## config.mk

```make
export PLATFORM = sky130hd
export DESIGN_NAME = top_riscv
export DESIGN_NICKNAME = d
export VERILOG_FILES = /design/src/rtl/top_riscv_pkg.sv /design/src/rtl/top_riscv_regfile.sv /design/src/rtl/top_riscv.sv
export SDC_FILE = /design/constraint.sdc
export NUM_CORES = 2
export LEC_CHECK = 0
export BUFFER_PORTS_ARGS = -buffer_cell sky130_fd_sc_hd__buf_4
export CORE_MARGIN = 5
export CORE_UTILIZATION = 51
export DETAILED_ROUTE_END_ITERATION = 7
export PLACE_DENSITY = 0.67
export SLEW_MARGIN = 20
export SYNTH_ARGS = -nofsm -noshare
export SYNTH_HDL_FRONTEND = slang
export SYNTH_SLANG_ARGS = --single-unit
```

## constraint.sdc

```tcl
create_clock -name clk -period 45.6 [get_ports clk]
set_input_delay 2.28 -clock clk [delete_from_list [all_inputs] [get_ports clk]]
set_output_delay 2.28 -clock clk [all_outputs]
set_load 0.005 [all_outputs]
```

## src/rtl/top_riscv_pkg.sv

```systemverilog
// Shared decode constants and select types for the top_riscv RV32I core.
// The TOP_RISCV_MUL_EN macro adds the MUL funct7 encoding.
package top_riscv_pkg;
  localparam int XLEN = 32;
  typedef logic [XLEN-1:0] word_t;

  localparam logic [6:0] OPC_LUI    = 7'b0110111;
  localparam logic [6:0] OPC_AUIPC  = 7'b0010111;
  localparam logic [6:0] OPC_JAL    = 7'b1101111;
  localparam logic [6:0] OPC_JALR   = 7'b1100111;
  localparam logic [6:0] OPC_BRANCH = 7'b1100011;
  localparam logic [6:0] OPC_LOAD   = 7'b0000011;
  localparam logic [6:0] OPC_STORE  = 7'b0100011;
  localparam logic [6:0] OPC_OP_IMM = 7'b0010011;
  localparam logic [6:0] OPC_OP     = 7'b0110011;

  localparam logic [2:0] F3_ADD  = 3'b000;
  localparam logic [2:0] F3_SLL  = 3'b001;
  localparam logic [2:0] F3_SLT  = 3'b010;
  localparam logic [2:0] F3_SLTU = 3'b011;
  localparam logic [2:0] F3_XOR  = 3'b100;
  localparam logic [2:0] F3_SR   = 3'b101;
  localparam logic [2:0] F3_OR   = 3'b110;
  localparam logic [2:0] F3_AND  = 3'b111;
  localparam logic [2:0] F3_WORD = 3'b010;
  localparam logic [2:0] F3_BEQ  = 3'b000;
  localparam logic [2:0] F3_BNE  = 3'b001;
  localparam logic [2:0] F3_BLT  = 3'b100;
  localparam logic [2:0] F3_BGE  = 3'b101;
  localparam logic [2:0] F3_BLTU = 3'b110;
  localparam logic [2:0] F3_BGEU = 3'b111;

  localparam logic [6:0] F7_BASE = 7'b0000000;
  localparam logic [6:0] F7_ALT  = 7'b0100000;
`ifdef TOP_RISCV_MUL_EN
  localparam logic [6:0] F7_MULDIV = 7'b0000001;
`endif

  typedef enum logic [3:0] {
    ALU_ADD, ALU_SUB, ALU_SLL, ALU_SLT, ALU_SLTU, ALU_XOR,
    ALU_SRL, ALU_SRA, ALU_OR, ALU_AND, ALU_PASSB, ALU_MUL
  } alu_op_e;

  typedef enum logic [1:0] {PC_PLUS4, PC_BRANCH, PC_JAL, PC_JALR} pc_sel_e;
  typedef enum logic [1:0] {WB_NONE, WB_ALU, WB_MEM, WB_PC4} wb_sel_e;

  function automatic word_t sext12(input logic [11:0] v);
    return {{(XLEN-12){v[11]}}, v};
  endfunction
endpackage

```

## src/rtl/top_riscv_regfile.sv

```systemverilog
// 32x32 register file: two asynchronous read ports, one synchronous write port,
// asynchronous clear, x0 reads as zero and ignores writes.
module top_riscv_regfile
  import top_riscv_pkg::*;
(
  input  logic       clk,
  input  logic       rst,
  input  logic [4:0] raddr_a_i,
  input  logic [4:0] raddr_b_i,
  output word_t      rdata_a_o,
  output word_t      rdata_b_o,
  input  logic       we_i,
  input  logic [4:0] waddr_i,
  input  word_t      wdata_i
);
  word_t regs_q [32];

  always_ff @(posedge clk or posedge rst) begin
    if (rst) begin
      for (int i = 0; i < 32; i++) regs_q[i] <= '0;
    end else if (we_i && (waddr_i != 5'd0)) begin
      regs_q[waddr_i] <= wdata_i;
    end
  end

  assign rdata_a_o = (raddr_a_i == 5'd0) ? '0 : regs_q[raddr_a_i];
  assign rdata_b_o = (raddr_b_i == 5'd0) ? '0 : regs_q[raddr_b_i];
endmodule

```

## src/rtl/top_riscv.sv

```systemverilog
// Single-cycle RV32I core: fetch, decode, execute and memory access in one cycle.
// Define TOP_RISCV_MUL_EN to execute MUL; otherwise that encoding is a NOP.
module top_riscv
  import top_riscv_pkg::*;
(
  input  logic        clk,
  input  logic        rst,
  output logic [31:0] iadrr,
  input  logic [31:0] instr_in,
  output logic [31:0] daddr,
  output logic [31:0] data_out,
  input  logic [31:0] mem_data,
  output logic        mem_en
);
  word_t      pc_q, pc_d, pc_plus4;
  logic [6:0] opcode, funct7;
  logic [2:0] funct3;
  logic [4:0] rd, rs1, rs2;
  word_t      rs1_val, rs2_val;
  word_t      imm_i_w, imm_s_w, imm_b_w, imm_u_w, imm_j_w;
  word_t      op_a, op_b, alu_res, wb_data;
  alu_op_e    alu_op;
  pc_sel_e    pc_sel;
  wb_sel_e    wb_sel;
  logic       op_a_pc, is_store, br_taken;

  assign opcode = instr_in[6:0];
  assign rd     = instr_in[11:7];
  assign funct3 = instr_in[14:12];
  assign rs1    = instr_in[19:15];
  assign rs2    = instr_in[24:20];
  assign funct7 = instr_in[31:25];

  assign imm_i_w = sext12(instr_in[31:20]);
  assign imm_s_w = sext12({instr_in[31:25], instr_in[11:7]});
  assign imm_b_w = {{19{instr_in[31]}}, instr_in[31], instr_in[7], instr_in[30:25],
                    instr_in[11:8], 1'b0};
  assign imm_u_w = {instr_in[31:12], 12'b0};
  assign imm_j_w = {{11{instr_in[31]}}, instr_in[31], instr_in[19:12], instr_in[20],
                    instr_in[30:21], 1'b0};

  top_riscv_regfile u_regfile (
    .clk       (clk),
    .rst       (rst),
    .raddr_a_i (rs1),
    .raddr_b_i (rs2),
    .rdata_a_o (rs1_val),
    .rdata_b_o (rs2_val),
    .we_i      (wb_sel != WB_NONE),
    .waddr_i   (rd),
    .wdata_i   (wb_data)
  );

  // Anything not matched below leaves the defaults in place, i.e. a NOP.
  always_comb begin
    alu_op   = ALU_ADD;
    op_a_pc  = 1'b0;
    op_b     = imm_i_w;
    pc_sel   = PC_PLUS4;
    wb_sel   = WB_NONE;
    is_store = 1'b0;
    case (opcode)
      OPC_LUI:    begin alu_op = ALU_PASSB; op_b = imm_u_w; wb_sel = WB_ALU; end
      OPC_AUIPC:  begin op_a_pc = 1'b1; op_b = imm_u_w; wb_sel = WB_ALU; end
      OPC_JAL:    begin pc_sel = PC_JAL; wb_sel = WB_PC4; end
      OPC_JALR:   if (funct3 == F3_ADD) begin pc_sel = PC_JALR; wb_sel = WB_PC4; end
      OPC_BRANCH: pc_sel = PC_BRANCH;
      OPC_LOAD:   if (funct3 == F3_WORD) wb_sel = WB_MEM;
      OPC_STORE:  begin op_b = imm_s_w; is_store = (funct3 == F3_WORD); end
      OPC_OP_IMM: begin
        wb_sel = WB_ALU;
        case (funct3)
          F3_ADD:  alu_op = ALU_ADD;
          F3_SLT:  alu_op = ALU_SLT;
          F3_SLTU: alu_op = ALU_SLTU;
          F3_XOR:  alu_op = ALU_XOR;
          F3_OR:   alu_op = ALU_OR;
          F3_AND:  alu_op = ALU_AND;
          F3_SLL:  if (funct7 == F7_BASE) alu_op = ALU_SLL; else wb_sel = WB_NONE;
          F3_SR: begin
            if (funct7 == F7_BASE)     alu_op = ALU_SRL;
            else if (funct7 == F7_ALT) alu_op = ALU_SRA;
            else                       wb_sel = WB_NONE;
          end
          default: wb_sel = WB_NONE;
        endcase
      end
      OPC_OP: begin
        op_b = rs2_val;
        if (funct7 == F7_BASE) begin
          wb_sel = WB_ALU;
          case (funct3)
            F3_ADD:  alu_op = ALU_ADD;
            F3_SLL:  alu_op = ALU_SLL;
            F3_SLT:  alu_op = ALU_SLT;
            F3_SLTU: alu_op = ALU_SLTU;
            F3_XOR:  alu_op = ALU_XOR;
            F3_SR:   alu_op = ALU_SRL;
            F3_OR:   alu_op = ALU_OR;
            default: alu_op = ALU_AND;
          endcase
        end else if (funct7 == F7_ALT && funct3 == F3_ADD) begin
          alu_op = ALU_SUB; wb_sel = WB_ALU;
        end else if (funct7 == F7_ALT && funct3 == F3_SR) begin
          alu_op = ALU_SRA; wb_sel = WB_ALU;
`ifdef TOP_RISCV_MUL_EN
        end else if (funct7 == F7_MULDIV && funct3 == F3_ADD) begin
          alu_op = ALU_MUL; wb_sel = WB_ALU;
`endif
        end
      end
      default: ;
    endcase
  end

  assign op_a = op_a_pc ? pc_q : rs1_val;

  always_comb begin
    case (alu_op)
      ALU_ADD:   alu_res = op_a + op_b;
      ALU_SUB:   alu_res = op_a - op_b;
      ALU_SLL:   alu_res = op_a << op_b[4:0];
      ALU_SLT:   alu_res = {31'b0, $signed(op_a) < $signed(op_b)};
      ALU_SLTU:  alu_res = {31'b0, op_a < op_b};
      ALU_XOR:   alu_res = op_a ^ op_b;
      ALU_SRL:   alu_res = op_a >> op_b[4:0];
      ALU_SRA:   alu_res = word_t'($signed(op_a) >>> op_b[4:0]);
      ALU_OR:    alu_res = op_a | op_b;
      ALU_AND:   alu_res = op_a & op_b;
      ALU_PASSB: alu_res = op_b;
`ifdef TOP_RISCV_MUL_EN
      ALU_MUL:   alu_res = op_a * op_b;
`endif
      default:   alu_res = '0;
    endcase
  end

  // Reserved branch funct3 values never take, so they fall through to PC + 4.
  always_comb begin
    case (funct3)
      F3_BEQ:  br_taken = (rs1_val == rs2_val);
      F3_BNE:  br_taken = (rs1_val != rs2_val);
      F3_BLT:  br_taken = ($signed(rs1_val) < $signed(rs2_val));
      F3_BGE:  br_taken = ($signed(rs1_val) >= $signed(rs2_val));
      F3_BLTU: br_taken = (rs1_val < rs2_val);
      F3_BGEU: br_taken = (rs1_val >= rs2_val);
      default: br_taken = 1'b0;
    endcase
  end

  assign pc_plus4 = pc_q + 32'd4;

  always_comb begin
    case (pc_sel)
      PC_BRANCH: pc_d = br_taken ? (pc_q + imm_b_w) : pc_plus4;
      PC_JAL:    pc_d = pc_q + imm_j_w;
      PC_JALR:   pc_d = alu_res & ~32'd1;
      default:   pc_d = pc_plus4;
    endcase
    pc_d[1:0] = 2'b00;
  end

  always_comb begin
    case (wb_sel)
      WB_MEM:  wb_data = mem_data;
      WB_PC4:  wb_data = pc_plus4;
      default: wb_data = alu_res;
    endcase
  end

  always_ff @(posedge clk or posedge rst) begin
    if (rst) pc_q <= '0;
    else     pc_q <= pc_d;
  end

  assign iadrr    = pc_q;
  assign daddr    = alu_res;
  assign data_out = rs2_val;
  assign mem_en   = is_store & ~rst;
endmodule

```

# After elaboration in Yosys (flattened, before gate mapping)
# Index checks and enable logic that the tools add are counted.
# W data, S select, Z words.
[totals] regBits=1054 in_bits=66 out_inout_bits=97 word_cells=145
[classes] addsub=5 magnitude_cmp=10 eq_ne=34 shift=3 mux=40 bitwise=8 n_reduce_logical=12
[ops] operator="$bwmux W1024" n=1
[ops] operator="$pmux W32 S11" n=1
[ops] operator="$bmux W32 S5" n=2
[ops] operator="$mux W32" n=9
[ops] operator="$pmux W32 S3" n=2
[ops] operator="$demux W32 S5" n=1
[ops] operator="$lt A32 B32 Y1" n=4
[ops] operator="$add A32 B32 Y32" n=3
[ops] operator="$ge A32 B32 Y1" n=2
[ops] operator="$pmux W32 S2" n=1
[ops] operator="$add A32 B3 Y32 const B" n=1
[ops] operator="$and A32 B32 Y32" n=1
[ops] operator="$eq A32 B32 Y1" n=1
[ops] operator="$ne A32 B32 Y1" n=1
[ops] operator="$or A32 B32 Y32" n=1
[ops] operator="$pmux W4 S8" n=1
[ops] operator="$shl A32 B5 Y32" n=1
[ops] operator="$shr A32 B5 Y32" n=1
[ops] operator="$sshr A32 B5 Y32" n=1
[ops] operator="$sub A32 B32 Y32" n=1
[ops] operator="$xor A32 B32 Y32" n=1
[ops] operator="$eq A7 B6 Y1 const B" n=4
[ops] operator="$pmux W4 S7" n=1
[ops] operator="$eq A7 B7 Y1 const B" n=3
[ops] operator="33 further kinds" n=67

# Logic depth before layout (Yosys ltp)
[logic_depth] word_depth=10 ltp_mapped=34

# Hierarchy
# A second synthesis with hierarchy kept.
[unflattened] hier_cells=6263 hier_area_um2=72037.8
[modules_own_cells] mod="top_riscv_regfile" instances=1 cells_each=3797 area_per_inst_um2=54659.9 seq_area_each_um2=25624.6
[modules_own_cells] mod="top_riscv" instances=1 cells_each=2466 area_per_inst_um2=17377.9 seq_area_each_um2=750.7

# Least setup slack after synthesis
# Ideal clock, no wire load.
[synth_path] path_type="in2out" from="input port instr_in[20]" to="output port daddr[31]" arrival_ns=8.592 required_time_ns=43.320 slack_ns=34.728 stages=26 cell_sequence="buf_6 -> buf_8 -> buf_12 -> buf_12 -> buf_12 -> buf_2 -> buf_6 -> buf_6 -> buf_2 -> buf_1 -> mux4_2 -> mux4_2 -> and2_0 -> o21ai_0 -> o21ai_0 -> ha_1 -> clkbuf_1 -> nand3_1 -> o31ai_1 -> o2111ai_1 -> a21oi_1 -> o31ai_1 -> o41ai_1 -> xnor2_1 -> nor2_1 -> or4_1"
[synth_between] elab_chain_cells=8
[synth_rtl] element="from (decl)" line_no="top_riscv.sv:9" source="input logic [31:0] instr_in,"
[synth_rtl] element="$not A5 Y6 (not written as such)" line_no="top_riscv_regfile.sv:27" source="assign rdata_b_o = (raddr_b_i == 5'd0) ? '0 : regs_q[raddr_b_i];"
[synth_rtl] element="$bmux W32 S5" line_no="top_riscv_regfile.sv:27"
[synth_rtl] element="$mux W32 (not written as such) (2 in a row)" line_no="top_riscv_regfile.sv:27"
[synth_rtl] element="$mux W32" line_no="top_riscv_regfile.sv:27"
[synth_rtl] element="$pmux W32 S3 *" line_no="top_riscv.sv:62" source="case (opcode)"
[synth_rtl] element="$sub A32 B32 Y32 (tied with other cells)" line_no="top_riscv.sv:121" source="ALU_SUB: alu_res = op_a - op_b;"
[synth_rtl] element="$pmux W32 S11 *" line_no="top_riscv.sv:119" source="case (alu_op)"
[synth_rtl] element="to (decl)" line_no="top_riscv.sv:10" source="output logic [31:0] daddr,"
# Mark *: on every way between the ends. The rest lies on a longest branch, timed or not. The select of a mux whose other input is x is not followed.

# Worst setup path in the final report
[layout_path] from="input port instr_in[16]" to="output port daddr[21]"
[layout_between] elab_chain_cells=8
[layout_rtl] element="$not A5 Y6 (not written as such)" line_no="top_riscv_regfile.sv:26" source="assign rdata_a_o = (raddr_a_i == 5'd0) ? '0 : regs_q[raddr_a_i];"
[layout_rtl] element="$bmux W32 S5" line_no="top_riscv_regfile.sv:26"
[layout_rtl] element="$mux W32 (not written as such) (2 in a row)" line_no="top_riscv_regfile.sv:26"
[layout_rtl] element="$mux W32" line_no="top_riscv_regfile.sv:26"
[layout_rtl] element="$mux W32" line_no="top_riscv.sv:116" source="assign op_a = op_a_pc ? pc_q : rs1_val;"
[layout_rtl] element="$sub A32 B32 Y32 (tied with other cells)" line_no="top_riscv.sv:121"
[layout_rtl] element="$pmux W32 S11 *" line_no="top_riscv.sv:119"
# Marks and branches as above.

==> flow_summary.ini <==
[sta]
tightest_slew_ns = 1.26
fin_worst_skew_ns = 0.0896
finalCritPeriodShare = 0.328
relSlewSlack = 0.155
hold_viol_final = 0
fin_setup_tns_ns = 0
max_freq_ghz = 0.0668
finalSetupViolations = 0
rsz0062_at_grt = false
drv_slew = 0
fin_crit_ns = 14.96

[clock_tree]
clk_latency_ns = 0.80
clock-root-buffer = clkbuf_16
cts.repair.resized = 0
post_cts_buffers = 0
postCtsHoldBufs = 0
cts-buffers-inserted = 115
cts_sinks = 1054
cts_max_path_buffers = 3
cts_tree = done
h-tree-depth = 3
clk_pin_slew_worst_paths_ns = 0.06

[logic_synthesis]
yosys.area.top_type_share = 0.368
yosysTopAreaCell = dfrtp_1
syn_area_per_cell_sq_um = 9.40
synth_common_cells = dfrtp_1 (1054), nand2_1 (839), o21ai_0 (685)
synth_warnings = 0
synth.area.top_cells = dfrtp_1 (37%), mux2i_1 (8.8%), mux4_2 (7.3%), o21ai_0 (4.8%), nand2_1 (4.4%)
syn_area_sq_um = 71700
ys_seq_elements = 1054
synthFlopType = dfrtp_1
synth_cell_type_count = 111
synth-edff-count = 0
ys_seq_area_frac = 0.368
synthArstFlopShare = 1.00
synth_most_common_cell = dfrtp_1
postSynthCellCount = 7632

[cells_and_area]
area_growth_pct = 9.42
fin_nets = 7688
drive_above_1_share = 0.169
stdcell_area_sq_um = 78500
fill_cells = 12442
final_core_util = 0.562

[flow_run]
drv_cap = 0

[global_routing]
grt_usage = 0.434
grt_pass1_wl_mm = 466
antenna_found_initial = 27
grt_pass1_vias = 63146
grt-ovfl-total = 0
grt_max_degree = 173

[setup_path]
rr_startpoint = u_regfile.regs_q[480]$_DFFE_PP0P_
worst_setup_path_start_kind = input pin
cp.arrival_ns = 12.68
critPathMaxFanout = 61
required_ns = 43.32
endpoint_kind = primary output
cp-startpoint = instr_in[16]
crit_type = in2out

[floorplan]
dieHeight_um = 385
die_w_um = 385
start_util = 0.513
dieArea_sq_um = 148000
coreArea_sq_um = 140000
rows = 137
io_pins = 163

[route]
drt-total-wl_mm = 330
drc = 0
drtPass1Iterations = 6
antenna_left = 0
via_per_inst = 7.11
drtIter0Drc = 9520
num_vias = 66993
wire_per_inst_um = 35.0

[power]
internal_power_w = 0.00180
pwr-share-seq = 0.344
power.share.clock = 0.342
finalPower_w = 0.00290
p_switching_w = 0.00110
switching_share = 0.379
peakVddDrop_mv = 0.0399
p_leak_nw = 35.0
combPwrFrac = 0.313
p_per_area_nw_per_um2 = 37.0

[hold_path]
worstHoldPathType = reg2reg
hp-start = u_regfile.regs_q[1012]$_DFFE_PP0P_

[placed_design]
placed_area_sq_um = 74400
dp_hpwl_mm = 230
place.port_buffers = 160
gp_congestion = 1.07

[run_status]
outcome = finished clean
==> critical path: stages <==
cell and delay [ns]:
buf_8 0.41, buf_4 0.78, buf_4 0.72, buf_4 0.81, buf_4 0.91, mux2i_1 0.20, a22oi_1 0.21, o221ai_1 0.14
nor4_1 0.65, a22o_1 0.58, ha_1 0.42, o21a_1 0.16, a2111oi_0 0.70, o31ai_1 0.37, o2111ai_1 0.52, a21oi_1 0.17
a211oi_1 0.89, o21ai_0 0.23, xnor2_1 0.17, a211oi_1 0.56, inv_1 0.27, buf_4 0.21
==> per-layer routing <==
metal  vias up  global-route usage  share of wire  wire length, um
met5         -                   0        0.00012               38
met4         6               0.261          0.075            24900
met3      1126               0.119           0.12            40900
met2      4781               0.631           0.42           139000
met1     33351               0.580           0.38           125000
li1      27729                   -              -                -
==> layout by cell type, fill, tap and decap left out, types with 71 or more instances in the layout <==
cell type and n:
dfrtp_1 1054, nand2_1 822, o21ai_0 677, mux2i_1 634
nor2_1 629, a21oi_1 586, buf_4 413, a22oi_1 245
mux4_2 234, mux2_2 211, ha_1 176, inv_1 147
clkbuf_16 115, o22ai_1 92, nor3_1 88, o31ai_1 85
o221ai_1 79, nand3_1 71
==> metrics by stage <==
step / std cells / hold slack (ns) / setup slack [ns]
finish: 9426 / 0.400 / 30.64
global route: 9416 / 0.414 / 30.46
global placement: 9198 / 0.379 / 31.18
detailed placement: 9199 / 0.382 / 31.12
floorplan: 7633 / 0.438 / 13.65
CTS: 9412 / 0.394 / 31.10
==> flip-flops by register name, indices dropped and copies added, names as in the netlist <==
name / flops
u_regfile.regs_q: 1024
iadrr: 30
==> worst paths after layout <==
path | end | slack, ns | cells past startpoint
hold reg to reg | u_regfile.regs_q[1012]$_DFFE_PP0P_ | 0.40 | 0
setup reg to reg | u_regfile.regs_q[797]$_DFFE_PP0P_ | 37.59 | 20
hold / removal | u_regfile.regs_q[1012]$_DFFE_PP0P_ | 0.40 | 0
max in group asynchronous | u_regfile.regs_q[692]$_DFFE_PP0P_ | 40.94 | 5
min in group asynchronous | iadrr[4]$_DFF_PP0_ | 1.59 | 2
setup / recovery | daddr[21] | 30.64 | 22
==> power groups by stage <==
stage	logic [W]	registers (W)	clock network, W
2_1_floorplan	0.000524	0.000989	0
3_3_place_gp	0.000872	0.00101	0
3_5_place_dp	0.000872	0.00101	0
4_1_cts	0.000875	0.000997	0.00100
5_1_grt	0.000944	0.000999	0.00104
6_report	0.000910	0.00100	0.000994
==> layout make-up <==
cell class	instances	area [sq um]	share of cell area
Sequential cell	1054	26400	0.336
Clock buffer	163	3330	0.0424
Timing Repair Buffer	425	3270	0.0417
Clock inverter	50	703	0.00896
Antenna cell	12	30.0	0.000383
Multi-Input combinational cell	5691	41800	0.533
Inverter	155	589	0.00751
Tap cell	1876	2350	0.0299
==> logic make-up (layout without fill, tap and decap cells) <==
| logic type | after synthesis | after routing | synth area share |
|---|---|---|---|
| compound gates | 2301 | 2301 | 0.200 |
| simple gates | 1970 | 1970 | 0.119 |
| mux | 1141 | 1141 | 0.213 |
| flops | 1054 | 1054 | 0.368 |
| buf+inv | 888 | 793 | 0.0565 |
| fa+ha+maj | 180 | 180 | 0.0318 |
| xor+xnor | 97 | 97 | 0.0118 |
| other cells | 1 | 14 | 0.0000523 |
Power figures use the tool's default switching activity.
